--- src/rtl/mem_req_arbiter.sv ---
// Two-master (IFU read, LSU read/write) to one-slave request arbiter with one transaction in flight.
// Optional macro ARB_RR_EN selects round-robin IFU-vs-LSU arbitration instead of fixed LSU priority.
module mem_req_arbiter #(
  parameter int ADDR_W = 32,
  parameter int DATA_W = 32
) (
  input  logic                clk,
  input  logic                rst,
  input  logic [31:0]         satp,
  input  logic [ADDR_W-1:0]   ifu_araddr,
  input  logic [7:0]          ifu_arlen,
  input  logic [2:0]          ifu_arsize,
  input  logic [1:0]          ifu_arburst,
  input  logic                ifu_arvalid,
  output logic                ifu_arready,
  output logic [DATA_W-1:0]   ifu_rdata,
  output logic [1:0]          ifu_rresp,
  output logic                ifu_rlast,
  output logic                ifu_rvalid,
  input  logic                ifu_rready,
  input  logic [ADDR_W-1:0]   lsu_araddr,
  input  logic [2:0]          lsu_arsize,
  input  logic                lsu_arvalid,
  output logic                lsu_arready,
  output logic [DATA_W-1:0]   lsu_rdata,
  output logic [1:0]          lsu_rresp,
  output logic                lsu_rvalid,
  input  logic                lsu_rready,
  input  logic [ADDR_W-1:0]   lsu_awaddr,
  input  logic [DATA_W-1:0]   lsu_wdata,
  input  logic [DATA_W/8-1:0] lsu_wstrb,
  input  logic                lsu_awvalid,
  input  logic                lsu_wvalid,
  output logic                lsu_awready,
  output logic                lsu_wready,
  output logic [1:0]          lsu_bresp,
  output logic                lsu_bvalid,
  input  logic                lsu_bready,
  output logic [ADDR_W-1:0]   out_araddr,
  output logic [7:0]          out_arlen,
  output logic [2:0]          out_arsize,
  output logic [1:0]          out_arburst,
  output logic [31:0]         out_arsatp,
  output logic                out_arvalid,
  input  logic                out_arready,
  input  logic [DATA_W-1:0]   out_rdata,
  input  logic [1:0]          out_rresp,
  input  logic                out_rlast,
  input  logic                out_rvalid,
  output logic                out_rready,
  output logic [ADDR_W-1:0]   out_awaddr,
  output logic [31:0]         out_awsatp,
  output logic [DATA_W-1:0]   out_wdata,
  output logic [DATA_W/8-1:0] out_wstrb,
  output logic                out_awvalid,
  output logic                out_wvalid,
  input  logic                out_awready,
  input  logic                out_wready,
  input  logic [1:0]          out_bresp,
  input  logic                out_bvalid,
  output logic                out_bready,
  output logic [2:0]          o_state
);

  // Handshake rule on every channel: a beat transfers on a rising clk edge where valid && ready;
  // a valid, once raised, keeps its payload stable until that transfer.
  typedef enum logic [2:0] {
    S_IDLE   = 3'd0,
    S_IFU_AR = 3'd1,
    S_IFU_R  = 3'd2,
    S_LSU_AR = 3'd3,
    S_LSU_R  = 3'd4,
    S_LSU_W  = 3'd5,
    S_LSU_B  = 3'd6
  } state_t;

  state_t              r_state;
  logic [ADDR_W-1:0]   r_addr;
  logic [7:0]          r_len;
  logic [2:0]          r_size;
  logic [1:0]          r_burst;
  logic [31:0]         r_satp;
  logic [DATA_W-1:0]   r_wdata;
  logic [DATA_W/8-1:0] r_wstrb;
  logic                r_arvalid;
  logic                r_awvalid;
  logic                r_wvalid;

  logic w_idle, w_wr_req, w_lsu_req, w_grant_ifu, w_grant_wr, w_grant_rd;
  logic w_ifu_r, w_lsu_r, w_lsu_b;

  assign w_idle    = (r_state == S_IDLE) && !rst;
  assign w_wr_req  = lsu_awvalid && lsu_wvalid;
  assign w_lsu_req = w_wr_req || lsu_arvalid;

`ifdef ARB_RR_EN
  // 0 = IFU was granted last, 1 = LSU was granted last; the other side wins the next contention.
  logic r_last_grant;

  always_ff @(posedge clk) begin
    if (rst) r_last_grant <= 1'b0;
    else if (w_grant_ifu) r_last_grant <= 1'b0;
    else if (w_grant_wr || w_grant_rd) r_last_grant <= 1'b1;
  end

  assign w_grant_ifu = w_idle && ifu_arvalid && (!w_lsu_req || r_last_grant);
`else
  assign w_grant_ifu = w_idle && ifu_arvalid && !w_lsu_req;
`endif
  assign w_grant_wr  = w_idle && w_wr_req && !w_grant_ifu;
  assign w_grant_rd  = w_idle && lsu_arvalid && !w_wr_req && !w_grant_ifu;

  assign ifu_arready = w_grant_ifu;
  assign lsu_arready = w_grant_rd;
  assign lsu_awready = w_grant_wr;
  assign lsu_wready  = w_grant_wr;

  assign out_araddr  = r_addr;
  assign out_arlen   = r_len;
  assign out_arsize  = r_size;
  assign out_arburst = r_burst;
  assign out_arsatp  = r_satp;
  assign out_arvalid = r_arvalid;
  assign out_awaddr  = r_addr;
  assign out_awsatp  = r_satp;
  assign out_wdata   = r_wdata;
  assign out_wstrb   = r_wstrb;
  assign out_awvalid = r_awvalid;
  assign out_wvalid  = r_wvalid;
  assign o_state     = r_state;

  // Response channels are routed only to the granted master and suppressed while in reset.
  assign w_ifu_r = (r_state == S_IFU_R) && !rst;
  assign w_lsu_r = (r_state == S_LSU_R) && !rst;
  assign w_lsu_b = (r_state == S_LSU_B) && !rst;

  assign out_rready = (w_ifu_r && ifu_rready) || (w_lsu_r && lsu_rready);
  assign ifu_rvalid = w_ifu_r && out_rvalid;
  assign ifu_rdata  = w_ifu_r ? out_rdata : '0;
  assign ifu_rresp  = w_ifu_r ? out_rresp : 2'b00;
  assign ifu_rlast  = w_ifu_r && out_rlast;
  assign lsu_rvalid = w_lsu_r && out_rvalid;
  assign lsu_rdata  = w_lsu_r ? out_rdata : '0;
  assign lsu_rresp  = w_lsu_r ? out_rresp : 2'b00;
  assign out_bready = w_lsu_b && lsu_bready;
  assign lsu_bvalid = w_lsu_b && out_bvalid;
  assign lsu_bresp  = w_lsu_b ? out_bresp : 2'b00;

  always_ff @(posedge clk) begin
    if (rst) begin
      r_state   <= S_IDLE;
      r_addr    <= '0;
      r_len     <= '0;
      r_size    <= '0;
      r_burst   <= '0;
      r_satp    <= '0;
      r_wdata   <= '0;
      r_wstrb   <= '0;
      r_arvalid <= 1'b0;
      r_awvalid <= 1'b0;
      r_wvalid  <= 1'b0;
    end else begin
      case (r_state)
        S_IDLE: begin
          if (w_grant_wr) begin
            r_addr    <= lsu_awaddr;
            r_wdata   <= lsu_wdata;
            r_wstrb   <= lsu_wstrb;
            r_len     <= 8'd0;
            r_burst   <= 2'b01;
            r_satp    <= satp;
            r_awvalid <= 1'b1;
            r_wvalid  <= 1'b1;
            r_state   <= S_LSU_W;
          end else if (w_grant_rd) begin
            r_addr    <= lsu_araddr;
            r_len     <= 8'd0;
            r_size    <= lsu_arsize;
            r_burst   <= 2'b01;
            r_satp    <= satp;
            r_arvalid <= 1'b1;
            r_state   <= S_LSU_AR;
          end else if (w_grant_ifu) begin
            r_addr    <= ifu_araddr;
            r_len     <= ifu_arlen;
            r_size    <= ifu_arsize;
            r_burst   <= ifu_arburst;
            r_satp    <= satp;
            r_arvalid <= 1'b1;
            r_state   <= S_IFU_AR;
          end
        end
        S_IFU_AR, S_LSU_AR: begin
          if (out_arready) begin
            r_arvalid <= 1'b0;
            r_state   <= (r_state == S_IFU_AR) ? S_IFU_R : S_LSU_R;
          end
        end
        S_IFU_R: if (out_rvalid && ifu_rready && out_rlast) r_state <= S_IDLE;
        S_LSU_R: if (out_rvalid && lsu_rready) r_state <= S_IDLE;
        S_LSU_W: begin
          if (out_awready) r_awvalid <= 1'b0;
          if (out_wready) r_wvalid <= 1'b0;
          // AW and W may complete in either order or together.
          if ((!r_awvalid || out_awready) && (!r_wvalid || out_wready)) r_state <= S_LSU_B;
        end
        S_LSU_B: if (out_bvalid && lsu_bready) r_state <= S_IDLE;
        default: r_state <= S_IDLE;
      endcase
    end
  end

endmodule

--- config.mk ---
export PLATFORM = sky130hd
export DESIGN_NAME = mem_req_arbiter
export DESIGN_NICKNAME = d
export VERILOG_FILES = /design/src/rtl/mem_req_arbiter.sv
export SDC_FILE = /design/constraint.sdc
export NUM_CORES = 1
export LEC_CHECK = 0
export BUFFER_PORTS_ARGS = -buffer_cell sky130_fd_sc_hd__buf_4
export CAP_MARGIN = 15
export CORE_AREA = 2 2 190 192
export DETAILED_ROUTE_END_ITERATION = 16
export DIE_AREA = 0 0 192 194
export PLACE_DENSITY_LB_ADDON = 0.12
export SLEW_MARGIN = 0
export SYNTH_ARGS = -nofsm -noshare
export SYNTH_HDL_FRONTEND = slang
export SYNTH_SLANG_ARGS = --single-unit
--- constraint.sdc ---
create_clock -name clk -period 5.3 [get_ports clk]
set_clock_uncertainty 0.05 [all_clocks]
set_input_delay 0.265 -clock clk [delete_from_list [all_inputs] [get_ports clk]]
set_output_delay 0.265 -clock clk [all_outputs]
set_load 0.01 [all_outputs]
==> flow_metrics.py <==
metrics = {
    "floorplan": {
        "die_x_um": 192,
        "die_area_um2": 37200,
        "die_h_um": 194,
        "start_util_pct": 17.1,
        "io_pins": 494,
        "core_area_um2": 35200,
        "core.rowCount": 69,
    },
    "clocking": {
        "clkSlewWorstSetupHoldPaths_ns": 0.07,
        "post_cts_resize_count": 0,
        "worstSkewPairLatency_ns": 0.41,
        "htree_levels": 4,
        "cts.sinks": 119,
        "hold_buffers": 37,
        "post-cts-setup-buffers": 0,
        "cts_root_buffer": "clkbuf_16",
        "tritoncts": "yes",
        "numCtsBuffers": 17,
        "clockBufferDepth": 2,
    },
    "sta": {
        "tns_ns": 0,
        "slew_headroom_pct": 31.8,
        "worstMarginPinSlew_ns": 1.02,
        "drv_slew": 0,
        "timing.fmax_mhz": 324,
        "final-hold-violation-count": 0,
        "rsz0062_at_grt": "no",
        "fin_hold_ws_ns": 0.0352,
        "finalSetupViolCount": 0,
        "post-route-period-util_pct": 58.3,
        "min_period_ns": 3.09,
    },
    "setup_path": {
        "cpMaxStageDelayCell": "nor2_4",
        "reg2reg_depth": 4,
        "timing.rr.start": "o_state[0]",
        "required_ns": 4.99,
        "crit_path_end_kind": "output pin",
        "worstSetupStartpoint": "o_state[0]",
        "path_buf_inv": 1,
        "cpLargestDelayFamily": "simple AND/OR/NAND/NOR gates",
        "crit_arrival_ns": 2.78,
        "cp_slowest_stage_delay_ns": 0.85,
        "r2r-end": "out_wdata[22]",
        "reg2reg_slack_ns": 2.51,
        "crit_chain": "or4_1 -> nor2_4 -> buf_4",
        "critPathKind": "flop to output pin",
        "path_max_fanout": 51,
        "worstSetupEndpoint": "lsu_awready",
        "cp.depth": 3,
        "startpoint_type": "flop",
    },
    "routing": {
        "dr.pass1.iters": 4,
        "via_per_inst": 4.04,
        "drt_first_iter_violations": 220,
        "ant_nets": 0,
        "routedWlPerCell_um": 17.3,
        "drc_errors": 0,
        "routed_wl_mm": 28.4,
        "dr_total_vias": 6633,
    },
    "pwr": {
        "p_seq_share_pct": 31.0,
        "power_density_nw_per_um2": 382,
        "p_int_mw": 2.59,
        "pwr-share-clk_pct": 30.7,
        "swShare_pct": 35.9,
        "p_leak_nw": 4.86,
        "p_sw_mw": 1.45,
        "peakVddDrop_mv": 0.209,
        "pwr-share-comb_pct": 38.3,
    },
    "yosys": {
        "yosysWarnings": 0,
        "synth-edff-count": 0,
        "syn_inst": 737,
        "syn_nets": 968,
        "synth_top_cell_by_area": "dfxtp_1",
        "ys_types": 46,
        "synth_area_per_cell_um2": 8.15,
        "syn_area_um2": 6010,
        "ys_ff_latch": 119,
        "yosys.area.top_type_share_pct": 39.7,
        "ys.flop_type": "dfxtp_1",
        "ys_seq_area_share_pct": 39.7,
        "ys_top_cells_by_area": "dfxtp_1, nand2_1, buf_4",
        "async_flop_share_pct": 0,
    },
    "grt": {
        "gr-total-overflow": 0,
        "first_global_vias": 6644,
        "track_usage_pct": 14.6,
        "antenna_found_initial": 0,
        "grt_max_degree": 82,
        "grt_pass1_wl_mm": 40.6,
    },
    "final_layout": {
        "register_area_um2": 2380,
        "fill_cells": 3834,
        "fin_area_um2": 10600,
        "antenna_cells": 0,
        "nets": 1400,
        "drive_gt1_share_pct": 46.4,
        "multi_input_area_um2": 2840,
        "syn2layout_area_growth_pct": 75.9,
        "utilization_pct": 30.0,
        "instances_no_fill": 1643,
    },
    "placed_design": {
        "dp.cells": 1574,
        "numPortBuffers": 493,
        "place_area_um2": 9580,
        "place_congestion": 0.757,
        "dp_hpwl_mm": 21.8,
    },
    "run": {
        "cap_violations": 0,
    },
    "run_status": {
        "run_status": "finished clean",
    },
    "worst_hold_path": {
        "min_path_type": "input pin to flop",
    },
}
stage by stage:
stage	power, mW	worst slack (ns)
3_5_place_dp	2.84	2.42
5_1_grt	4.32	1.92
6_report	4.03	2.21
4_1_cts	4.13	2.07
2_1_floorplan	2.14	3.43
3_3_place_gp	2.84	2.50
cell usage after synthesis (all sizes together), types with 2 or more instances:
| library cell | instances |
|---|---|
| nand2 | 134 |
| dfxtp | 119 |
| buf | 87 |
| and2 | 77 |
| a21oi | 67 |
| clkbuf | 40 |
| nand2b | 40 |
| o21ai | 37 |
| a221o | 32 |
| o211ai | 32 |
| nor2 | 21 |
| a22oi | 9 |
| a211oi | 5 |
| nor2b | 5 |
| nor3 | 4 |
| inv | 3 |
| mux2i | 3 |
| a311oi | 2 |
| nand3 | 2 |
tightest hold or removal path, cell delays in order:
cell	delay, ns
buf_4	0.08
nand2_1	0.06
o21ai_1	0.07
metal layers:
metal / share of wire, % / track usage, % / routed length (µm) / vias to the layer above
met4: 1.2 / 3.59 / 338 / 0
met5: 0 / 0 / 0 / -
li1: - / - / - / 3320
met3: 7.5 / 4.20 / 2130 / 17
met1: 37 / 15.4 / 10500 / 2996
met2: 54 / 27.9 / 15500 / 300
cell usage in the layout, fill, tap and decap left out, types with 4 or more instances in the layout:
master,n
a211oi_1,5
a21oi_1,66
a221o_1,32
a22oi_1,8
and2_1,77
buf_4,503
clkbuf_16,17
clkinv_4,4
dfxtp_1,119
dlygate4sd3_1,37
inv_6,5
nand2_1,133
nand2b_1,40
nor2_1,20
nor2b_1,4
o211ai_1,32
o21ai_0,34
power groups by stage:
stage / combinational, mW / clock [mW] / sequential, mW
2_1_floorplan: 0.865 / 0 / 1.28
3_3_place_gp: 1.57 / 0 / 1.27
3_5_place_dp: 1.57 / 0 / 1.28
4_1_cts: 1.59 / 1.28 / 1.26
5_1_grt: 1.71 / 1.33 / 1.28
6_report: 1.55 / 1.24 / 1.25
final cells by class:
| class | instances | share of cell area, % |
|---|---|---|
| clock buffers | 17 | 4.02 |
| clock inverters | 15 | 1.82 |
| inverters | 3 | 0.107 |
| multi-input cells | 488 | 26.8 |
| flip-flops and latches | 119 | 22.5 |
| well taps | 461 | 5.46 |
| repair buffers | 540 | 39.2 |
sequential cells by signal, summed over array words and instances, names as in the netlist:
register / flops
o_state: 3
out_araddr: 32
out_arburst: 2
out_arlen: 8
out_arsatp: 32
out_arsize: 3
out_arvalid: 1
out_awvalid: 1
out_wdata: 32
out_wstrb: 4
out_wvalid: 1
how the worst min path moves through the flow:
stage          slack (ns)  depth (start not counted)         start      endpoint
2_1_floorplan        0.31                          1   out_awready   out_awvalid
6_report             0.04                          3  lsu_wdata[6]  out_wdata[6]
3_3_place_gp         0.41                          2  out_wdata[6]  out_wdata[6]
4_1_cts              0.01                          3  lsu_wdata[5]  out_wdata[5]
3_5_place_dp         0.41                          2  out_wdata[5]  out_wdata[5]
5_1_grt              0.02                          3  lsu_wdata[6]  out_wdata[6]
cells by family after synthesis:
family,synth area share (%)
AO/OA/AOI/OAI,21.9
buffers and inverters,13.4
flip-flops,39.7
multiplexers,0.750
AND/OR/NAND/NOR,24.3
(Power assumes the default switching activity.)
